`src/rtl/gray_pkg.sv`:
```
// Shared Gray-code helpers and counter control-state encoding, used by the
// Gray counter, the Gray-to-binary converter and their benches.
package gray_pkg;

  typedef enum logic {
    CNT_IDLE = 1'b0,
    CNT_RUN  = 1'b1
  } cnt_state_e;

  // Helpers work on 32-bit values; callers cast to their own width.
  function automatic logic [31:0] bin2gray(input logic [31:0] b);
    return b ^ (b >> 1);
  endfunction

  function automatic logic [31:0] gray2bin(input logic [31:0] g);
    logic [31:0] b;
    b[31] = g[31];
    for (int i = 30; i >= 0; i--) begin
      b[i] = b[i+1] ^ g[i];
    end
    return b;
  endfunction

endpackage

```
`src/rtl/bin_to_gray.sv`:
```
// Parameterised combinational binary-to-reflected-Gray encoder.
module bin_to_gray #(
  parameter int WIDTH = 4
) (
  input  logic [WIDTH-1:0] bin,
  output logic [WIDTH-1:0] gray
);

  assign gray = bin ^ (bin >> 1);

endmodule

```
`src/rtl/gray_code_counter.sv`:
```
// Registered up/down counter with Gray-coded output and wrap pulse.
// Define GRAY_CNT_CHECK_EN to build the sticky single-bit-change checker (err).
module gray_code_counter
  import gray_pkg::*;
#(
  parameter int WIDTH   = 4,
  parameter int RST_VAL = 0
) (
  input  logic             clk,
  input  logic             rst_n,
  input  logic             clr,
  input  logic             load,
  input  logic [WIDTH-1:0] load_val,
  input  logic             en,
  input  logic             up_dn,
  output logic [WIDTH-1:0] gray,
  output logic [WIDTH-1:0] bin,
  output logic             wrap,
  output logic             err
);

  localparam logic [WIDTH-1:0] RST_BIN  = WIDTH'(RST_VAL);
  localparam logic [WIDTH-1:0] RST_GRAY = WIDTH'(bin2gray(32'(RST_VAL)));
  localparam logic [WIDTH-1:0] MAX_BIN  = '1;

  logic [WIDTH-1:0] bin_q, bin_d;
  logic [WIDTH-1:0] gray_q, gray_d;
  logic             wrap_q, wrap_d;
  logic             step;
  cnt_state_e       state_q, state_d;

  // NOTE: every signal written here gets a default first so no latch is inferred.
  always_comb begin
    bin_d   = bin_q;
    wrap_d  = 1'b0;
    step    = 1'b0;
    state_d = CNT_IDLE;
    if (clr) begin
      bin_d = RST_BIN;
    end else if (load) begin
      bin_d = load_val;
    end else if (en) begin
      step    = 1'b1;
      state_d = CNT_RUN;
      if (up_dn) begin
        bin_d  = bin_q + 1'b1;
        wrap_d = (bin_q == MAX_BIN);
      end else begin
        bin_d  = bin_q - 1'b1;
        wrap_d = (bin_q == '0);
      end
    end
  end

  bin_to_gray #(.WIDTH(WIDTH)) u_enc (
    .bin  (bin_d),
    .gray (gray_d)
  );

  // NOTE: sequential state uses non-blocking assignments so all flops update together.
  always_ff @(posedge clk or negedge rst_n) begin
    if (!rst_n) begin
      bin_q   <= RST_BIN;
      gray_q  <= RST_GRAY;
      wrap_q  <= 1'b0;
      state_q <= CNT_IDLE;
    end else begin
      bin_q   <= bin_d;
      gray_q  <= gray_d;
      wrap_q  <= wrap_d;
      state_q <= state_d;
    end
  end

  assign bin  = bin_q;
  assign gray = gray_q;
  // RUN means the last edge was a count step; wrap can only follow one.
  assign wrap = wrap_q & (state_q == CNT_RUN);

`ifdef GRAY_CNT_CHECK_EN
  logic [WIDTH-1:0] prev_gray_q;
  logic             err_q;

  // prev_gray holds the code before the last step; after a step gray must differ in one bit.
  always_ff @(posedge clk or negedge rst_n) begin
    if (!rst_n) begin
      prev_gray_q <= RST_GRAY;
      err_q       <= 1'b0;
    end else begin
      if (clr) begin
        err_q <= 1'b0;
      end else if (state_q == CNT_RUN && $countones(gray_q ^ prev_gray_q) != 1) begin
        err_q <= 1'b1;
      end
      if (clr || load) begin
        prev_gray_q <= gray_d;
      end else if (step) begin
        prev_gray_q <= gray_q;
      end
    end
  end

  assign err = err_q;
`else
  assign err = 1'b0;
`endif

endmodule
```
`config.mk`:
```
export PLATFORM = sky130hd
export DESIGN_NAME = gray_code_counter
export DESIGN_NICKNAME = d
export VERILOG_FILES = /design/src/rtl/gray_pkg.sv /design/src/rtl/bin_to_gray.sv /design/src/rtl/gray_code_counter.sv
export SDC_FILE = /design/constraint.sdc
export NUM_CORES = 1
export LEC_CHECK = 0
export ABC_AREA = 0
export BUFFER_PORTS_ARGS = -buffer_cell sky130_fd_sc_hd__buf_2
export CAP_MARGIN = 20
export CORE_AREA = 2 2 39 41
export CTS_BUF_LIST = sky130_fd_sc_hd__clkbuf_2
export CTS_CLUSTER_DIAMETER = 30
export DETAILED_ROUTE_END_ITERATION = 10
export DIE_AREA = 0 0 41 43
export GPL_TIMING_DRIVEN = 0
export PLACE_DENSITY = 0.72
export SYNTH_ARGS = -nofsm -noshare
export SYNTH_HDL_FRONTEND = slang
export SYNTH_SLANG_ARGS = --single-unit
```
`constraint.sdc`:
```
create_clock -name clk -period 2.5 [get_ports clk]
set_clock_uncertainty 0.05 [all_clocks]
set_input_delay 0 -clock clk [delete_from_list [all_inputs] [get_ports clk]]
set_output_delay 0 -clock clk [all_outputs]
set_load 0.02 [all_outputs]
```
==> impl_metrics.tcl <==
set metrics [dict create \
    outcome "complete, no violations" \
    antenna_found_initial 0 \
    hold_viol 0 \
    synth.most_common_cell "dfrtp_1" \
    path_clk_slew_ps 80 \
    ys_types 37 \
    min_period_over_period_pct 83.2 \
    first_pass_iters 2 \
    crit_arrival_ps 2140 \
    drt-initial-drc-count 3 \
    place.port_buffers 17 \
    rows 14 \
    startpoint_type "flip-flop" \
    fin_util_pct 53.3 \
    numCtsBuffers 3 \
    overflow 0 \
    cts_tree "built" \
    clk_latency_ps 230 \
    gp_routability_congestion 0.780 \
    routed_wl_um 1160 \
    h-tree-depth 1 \
    n_antenna_cell 0 \
    avgSynthCellArea_um2 10.2 \
    syn_inst 58 \
    synth_area_leader_cell "dfrtp_1" \
    hold_path_class "in -> reg" \
    die_h_um 43 \
    worstPathRequired_ps 2560 \
    slew_viol_final 0 \
    grt_max_degree 11 \
    route.detailed.drc 0 \
    drtAntennaViolNets 0 \
    cpPeakStageDelay_ps 490 \
    ios 20 \
    drt-vias-per-instance 5.02 \
    drive_gt1_share_pct 37.0 \
    syn_area_um2 593 \
    synth_warnings 0 \
    p_per_area_mw_per_mm2 511 \
    min_period_ps 2080 \
    crit_chain "inv_1, fa_1, xnor2_1, a211oi_1, nor3_1, mux2_4" \
    cp_max_fo 7 \
    critical_path.top_delay_family "flip-flops" \
    yosys-top-cells-area "dfrtp_1 38%, ha_1 4.2%, buf_4 3.8%, fa_1 3.4%, mux2i_1 3.4%" \
    synth_ff_type "dfrtp_1" \
    multi_input_area_um2 323 \
    cts_root_buffer "clkbuf_2" \
    grt_pass1_wl_um 2060 \
    path_buf_inv 1 \
    die_w_um 41 \
    setup_viol 0 \
    crit_type "reg -> reg" \
    die_area_mm2 0.00176 \
    grt_pass1_vias 503 \
    setup_tns_ps 0 \
    dp.final_hpwl_um 910 \
    ys_ff_latch 9 \
    fillers 136 \
    maxCapViolations 0 \
    cts-resized-gates 0 \
    power_leakage_nw 0.387 \
    grt_setup_unrepaired "no" \
    synth_edf_count 0 \
    async_flop_share_pct 100 \
    syn2layout_area_growth_pct 24.5 \
    cp-end-kind "flip-flop" \
    peakVddDrop_uv 127 \
    register_area_um2 225 \
    finalPower_w 0.000377 \
    fmax_mhz 481 \
    syn-num-nets 71 \
    coreArea_mm2 0.00138 \
    clk_path_buf_depth 2 \
    clock_sinks 9 \
    initial_core_util_pct 42.9 \
    synth_common_cells "9 x dfrtp_1, 5 x inv_1, 3 x buf_4" \
    wl_per_cell_um 12.0 \
    yosysSeqAreaShare_pct 38.0 \
    crit_slowest_cell "dfrtp_1" \
    yosys.area.top_type_share_pct 38.0 \
    vias 487 \
    nNetsFinal 95 \
    track_usage_pct 16.8 \
]
## cell type report
type / instances / area share (%)
flip-flops and latches: 9 / 30.5
repair buffers: 19 / 14.2
plain buffers: 4 / 3.56
multi-input cells: 40 / 43.7
clock buffers: 4 / 2.71
well taps: 16 / 2.71
inverters: 5 / 2.54
## report_power, final
| group | internal, W | total [W] | switching, W |
|---|---|---|---|
| Clock | 0.0000426 | 0.0000866 | 0.0000440 |
| Sequential | 0.000159 | 0.000171 | 0.0000125 |
| Combinational | 0.0000545 | 0.000119 | 0.0000646 |
## repair_timing
action	4_1_cts	5_1_grt
hold buffers	2	0
endpoints found under the hold margin	13	0
buffers inserted	0	0
## registers in the layout, indices dropped and copies added (netlist names)
register	flops
bin	4
gray	3
state_q	1
wrap_q	1
## final timing paths
path / slack (ps) / cells past startpoint / from / end
min in group asynchronous: 90 / 2 / rst_n / gray[0]
min reg2reg: 600 / 2 / bin[1] / wrap_q
max in group asynchronous: 2140 / 2 / rst_n / bin[3]
max: 420 / 6 / bin[0] / gray[2]
min: 60 / 2 / en / state_q
max reg2reg: 420 / 6 / bin[0] / gray[2]
## metrics by stage
stage                     area (um2)  hold WS (ps)  setup slack (ps)  std cells
final                            738          56.8               420         97
after global routing             738          46.9               253         97
after CTS                        738          47.4               423         97
after detailed placement         698          -197               434         91
after global placement           698          -199               472         91
after floorplan                  593          -346               508         58
## routing by layer
metal | vias up | wire length [um] | track usage (%)
li1 | 246 | - | -
met1 | 235 | 503 | 20.4
met2 | 6 | 635 | 27.2
met3 | 0 | 22 | 2.09
met4 | 0 | 0 | 8.67
met5 | - | 0 | 0
## placed cells by master (no fill, tap or decap), types with 2 or more instances in the layout
| master | count |
|---|---|
| dlygate4sd3_1 | 2 |
| buf_4 | 3 |
| dfrtp_1 | 9 |
| nor3b_1 | 2 |
| xnor2_1 | 2 |
| buf_2 | 17 |
| nor2b_1 | 2 |
| inv_1 | 5 |
| nor2_1 | 2 |
| ha_1 | 2 |
| mux2i_1 | 2 |
| clkbuf_2 | 4 |
| nand3_1 | 2 |
## kinds of logic (layout without fill, tap and decap cells)
family                   after synthesis  count (layout)  synth area share, %
multiplexers                           4               4                 7.81
AO/OA/AOI/OAI                         10              10                 13.1
XOR/XNOR                               3               3                 4.43
AND/OR/NAND/NOR                       19              19                 20.9
buffers and inverters                  9              32                 7.59
other                                  1               1                0.632
flip-flops                             9               9                 38.0
adder cells (fa/ha/maj)                3               3                 7.59
(Power assumes the default switching activity.)
